==> config.mk <==
export PLATFORM = sky130hd
export DESIGN_NAME = hack_dmux
export DESIGN_NICKNAME = d
export VERILOG_FILES = /design/src/rtl/hack_dmux.sv
export SDC_FILE = /design/constraint.sdc
export NUM_CORES = 1
export LEC_CHECK = 0
export ABC_AREA = 1
export BUFFER_PORTS_ARGS = -buffer_cell sky130_fd_sc_hd__clkbuf_2
export CAP_MARGIN = 40
export CORE_MARGIN = 5
export CORE_UTILIZATION = 36
export CTS_BUF_LIST = sky130_fd_sc_hd__clkbuf_16
export DETAILED_ROUTE_END_ITERATION = 16
export PLACE_DENSITY = 0.57
export SLEW_MARGIN = 40
export SYNTH_ARGS = -nofsm -noshare
export SYNTH_HDL_FRONTEND = slang
export SYNTH_SLANG_ARGS = --single-unit
==> constraint.sdc <==
create_clock -name clk -period 2.1 [get_ports clk]
set_input_delay 0.105 -clock clk [delete_from_list [all_inputs] [get_ports clk]]
set_output_delay 0.105 -clock clk [all_outputs]
set_load 0.02 [all_outputs]
==> src/rtl/hack_dmux.sv <==
// Hack DMux primitive: combinational 1-to-2 routing plus a registered shadow
// stage with saturating per-channel activity counters.
module hack_dmux #(
    parameter int unsigned WIDTH = 1,
    parameter int unsigned CNT_W = 8
) (
    input  logic             clk,
    input  logic             rst_n,
    input  logic [WIDTH-1:0] in,
    input  logic             sel,
    output logic [WIDTH-1:0] a,
    output logic [WIDTH-1:0] b,
    output logic [WIDTH-1:0] a_q,
    output logic [WIDTH-1:0] b_q,
    output logic             sel_q,
    output logic [CNT_W-1:0] cnt_a,
    output logic [CNT_W-1:0] cnt_b
);

    logic in_nz;
    logic hit_a;
    logic hit_b;
    logic sat_a;
    logic sat_b;

    // Gate-level routing: the non-selected channel is forced to zero.
    always_comb begin
        a = '0;
        b = '0;
        if (sel) begin
            b = in;
        end else begin
            a = in;
        end
    end

    always_comb begin
        in_nz = (in != '0);
        hit_a = in_nz && !sel;
        hit_b = in_nz && sel;
        sat_a = (cnt_a == {CNT_W{1'b1}});
        sat_b = (cnt_b == {CNT_W{1'b1}});
    end

    // Shadow registers and saturating counters; at most one counter moves per edge.
    always_ff @(posedge clk or negedge rst_n) begin
        if (!rst_n) begin
            a_q   <= '0;
            b_q   <= '0;
            sel_q <= 1'b0;
            cnt_a <= '0;
            cnt_b <= '0;
        end else begin
            a_q   <= a;
            b_q   <= b;
            sel_q <= sel;
            if (hit_a && !sat_a) begin
                cnt_a <= cnt_a + CNT_W'(1);
            end
            if (hit_b && !sat_b) begin
                cnt_b <= cnt_b + CNT_W'(1);
            end
        end
    end

endmodule

==> run summary <==
The internal power of the cells totals 0.838 mW. The worst setup skew after layout was 0.000834 ns; the largest fanout on the critical path was 7. The flip-flop and latch count after synthesis is 19. After detailed routing, the number of vias per cell comes to 4.68.

Class of the most critical hold timing path: in2reg. The share of synthesized flip-flops with an asynchronous set or reset came out at 100%. From left edge to right edge, the die measures 63.4 microns. The adder-cell share of the synthesized area works out to 2.44%.

For this run, the total global-route usage over all layers was measured as 12.0%. The power density normalized to cell area is 1040 nW/um^2, and the maximum buffer depth of the clock tree is 2. The total area of multi-input combinational cells was 482 sq um. Compared with the post-synthesis result, the final layout area differs by 24.2%. Counting the fill cells in the layout gives 273.

Across the run, the number of max-cap violations was 0. The number of nets handed over by synthesis was 139. The total iterations of the first detailed-routing run was 3; the post-route minimum period was 1.32 ns. The hold violation total from the final report was 0. In this run the remaining antenna-violating nets after routing total 0.

The xor and xnor area share after synthesis was 3.42%. For this design the static power due to leakage is 0.687 nW. The remaining global-route overflow is 0. Counting every sink on the clock net gives 19. The share of total power dissipated in sequential elements is 42.3%. Ranked by total cell area, the synthesized netlist is headed by sky130_fd_sc_hd__dfrtp_1 (46%), sky130_fd_sc_hd__nand2_1 (21%), sky130_fd_sc_hd__inv_1 (4.4%).

Net switching is 36.8% of the power. Synthesis produced 133 cells. The core region is 2730 sq um.

Summing the areas of all and, or, nand and nor instances in the mapped netlist gives 37.7% of the synthesized area. For the number of hold buffers added after cts, the log shows 1. Summed over all nets, the half-perimeter wirelength after detailed placement is 1650 microns. The run gives 28.8% as the part of the total power dissipated in the clock network. The logs give 15 for the number of violations reported at the end of detailed-routing iteration 0 and 1.33 mW for the power consumption.

The run gives 2130 microns as the wire length reported by the detailed router. After clock tree synthesis, the repair step resized 0 gates. For the area taken by flip-flops and latches, the log shows 475 sq um. The maximum number of pins on one net before global-route repair is 20.

Yosys mapped a number of flops with a built-in enable equal to 0. The logs give 904 for the routed via count and 193 for the final cell count without fillers. Measured against the total synthesized area, the mux share comes to 0%. STA classifies the critical path startpoint as a register. The tools report the start point of the critical path as cnt_b[0].

Yosys mapped the design onto 21 distinct sky130hd cell types. The worst setup path is captured at a register. The count of buffers added on input and output ports is 24. Number of buffers inserted by post-CTS setup repair: 0. Routability-driven placement finished with a final weighted congestion of 0.875.

For this design the total switching power over the nets is 0.489 mW. The tools report the final max-slew violation count as 0. TritonCTS built the clock tree. Among all flip-flop cells after synthesis, the most frequent one is sky130_fd_sc_hd__dfrtp_1. During synthesis, Yosys emitted a total of 0 warnings. The fraction of the cycle the final worst path needs was 63.1%. For the worst slew slack as a fraction of its limit, the log shows 67.0%. Of all cell types, the one taking the most synthesized area is sky130_fd_sc_hd__dfrtp_1.

The number of cells on the worst reg-to-reg path is 7. After detailed placement, the design holds a cell count of 188. The worst register-to-register path ends at cnt_b[2]. Ranked by instance count, the synthesized netlist is headed by sky130_fd_sc_hd__nand2_1 (56), sky130_fd_sc_hd__dfrtp_1 (19), sky130_fd_sc_hd__inv_1 (12), sky130_fd_sc_hd__nor2_1 (10), sky130_fd_sc_hd__nand3_1 (8).

In this run, the combinational gates consume 28.9% of the power. The repair_antennas step left the layout with diodes totalling 0. Setup violations remaining at the end of the flow were counted as 0. After floorplanning, the core was divided into 19 placement rows. Once layout is complete, the utilization of the core stands at 46.5%. The destination of the critical timing path is cnt_b[2].

The initial standard-cell utilization of the core is 37.5%, and the clock-pin slew of the registers on the worst-case setup and hold paths is 0.05 ns. The area fraction in compound gates after synthesis came out at 3.42%. The logs give 1.46 ns for the data arrival at the endpoint of the critical path and 0 ns for the summed negative setup slack over all endpoints. For the worst-case hold slack, the log shows 0.0213 ns. Category of the most critical setup path: reg2reg.

Origin of the critical flop-to-flop path: cnt_b[0]. The floorplan step set the die height to 63.4 microns. Count of pins on the block boundary: 25.

Among all cell types in the netlist, the one instantiated most often is sky130_fd_sc_hd__nand2_1. For the pin with the worst max-slew slack, the measured transition is 0.495 ns. The flow ran to the end, and the final reports show no timing, DRC or antenna violations. The number of global-route vias before repair came out at 878. After detailed routing, the number of remaining DRC violations is 0. Timing would allow up to 755 MHz. The tools report the number of antenna violations at the first check in global routing as 0. The clock latency on the worst-skew pair is 0.25 ns. For the worst setup path, the data required time is 2.23 ns. Setup repair after global routing left no endpoint under its margin.

The tree is rooted in a sky130_fd_sc_hd__clkbuf_16. The CTS H-tree depth came out at 1. By area, the combinational part of the netlist is dominated by simple AND/OR/NAND/NOR gates.

Portion of synthesized cell area occupied by the leading cell type: 46.4%. The tools report the setup slack on the worst flop-to-flop path as 0.78 ns. The floorplan step defined a die boundary enclosing 4010 sq um. The post-synthesis instance area was 1020 sq um. Clock tree synthesis inserted a total of 3 buffers. The first-pass GRT wire length is 3870 microns, and the layout net count is 169. The worst-case IR drop observed on VDD is 617 uV. In the final layout, the share of cells above drive strength 1 is 25.3%. After synthesis, the mean cell area works out to 7.70 sq um.

Sequential elements use 46.4% of the synthesized area. Dividing the detail-routed wire length by the instance count gives 11.1 microns.
area by class of cell:
class                   count  area share [%]
well taps                  31            3.05
inverters                  17            5.31
flip-flops and latches     19            37.4
repair buffers             25            10.2
clock inverters             1           0.295
multi-input cells          97            37.9
clock buffers               3            5.90
metal layers:
layer	wire [microns]	track usage [%]	up-vias
met5	0	0	-
met4	46	5.45	0
met3	111	3.91	5
met2	987	19.5	18
met1	988	14.2	416
li1	-	-	465
critical path: stages (launching register included):
cell	delay, ns
sky130_fd_sc_hd__dfrtp_1	0.44
sky130_fd_sc_hd__ha_1	0.26
sky130_fd_sc_hd__nand3_2	0.12
sky130_fd_sc_hd__clkinv_2	0.09
sky130_fd_sc_hd__nand2_4	0.10
sky130_fd_sc_hd__nand2_8	0.07
sky130_fd_sc_hd__nand2_1	0.05
sky130_fd_sc_hd__o21ai_0	0.07
power by group through the flow:
stage,Combinational (mW),Sequential [mW],Clock [mW]
floorplan,0.169,0.639,0
global placement,0.389,0.563,0
detailed placement,0.388,0.568,0
CTS,0.391,0.563,0.393
global route,0.430,0.579,0.410
finish,0.383,0.561,0.383
sequential cells by signal (all words and copies together) (netlist names):
register	count
cnt_a	8
cnt_b	8
a_q	1
b_q	1
sel_q	1
kinds of logic (layout without fill, tap and decap cells):
| group | Yosys count | after routing |
|---|---|---|
| AOI/OAI and AO/OA | 7 | 7 |
| xor gates and xnor gates | 4 | 4 |
| adders and majority gates | 2 | 2 |
| buffers and inverters | 17 | 46 |
| DFF | 19 | 19 |
| and+or+nand+nor | 84 | 84 |
per-stage QoR:
step / instance area (sq um) / setup slack (ns)
after detailed placement: 1180 / 0.767
after floorplan: 1020 / 0.761
after global placement: 1180 / 0.785
after CTS: 1270 / 0.763
after global routing: 1270 / 0.663
final: 1270 / 0.775
worst min-delay path by stage:
stage               start  slack [ns]       end  depth (start not counted)
finish                sel        0.02     sel_q                          1
global route          sel        0.02     sel_q                          1
CTS                   sel        0.02     sel_q                          1
detailed placement  rst_n        0.09  cnt_a[3]                          1
global placement    rst_n         0.1  cnt_a[3]                          1
floorplan           rst_n       -0.19       a_q                          0
layout by cell type, fill, tap and decap left out, types with 3 or more instances in the layout:
| cell type | count |
|---|---|
| sky130_fd_sc_hd__nand2_1 | 56 |
| sky130_fd_sc_hd__nand3_1 | 8 |
| sky130_fd_sc_hd__clkbuf_16 | 3 |
| sky130_fd_sc_hd__dfrtp_1 | 19 |
| sky130_fd_sc_hd__inv_2 | 3 |
| sky130_fd_sc_hd__nor2_1 | 10 |
| sky130_fd_sc_hd__clkbuf_2 | 24 |
| sky130_fd_sc_hd__xnor2_1 | 3 |
| sky130_fd_sc_hd__o21ai_0 | 4 |
| sky130_fd_sc_hd__inv_1 | 13 |
(Power assumes the default switching activity.)
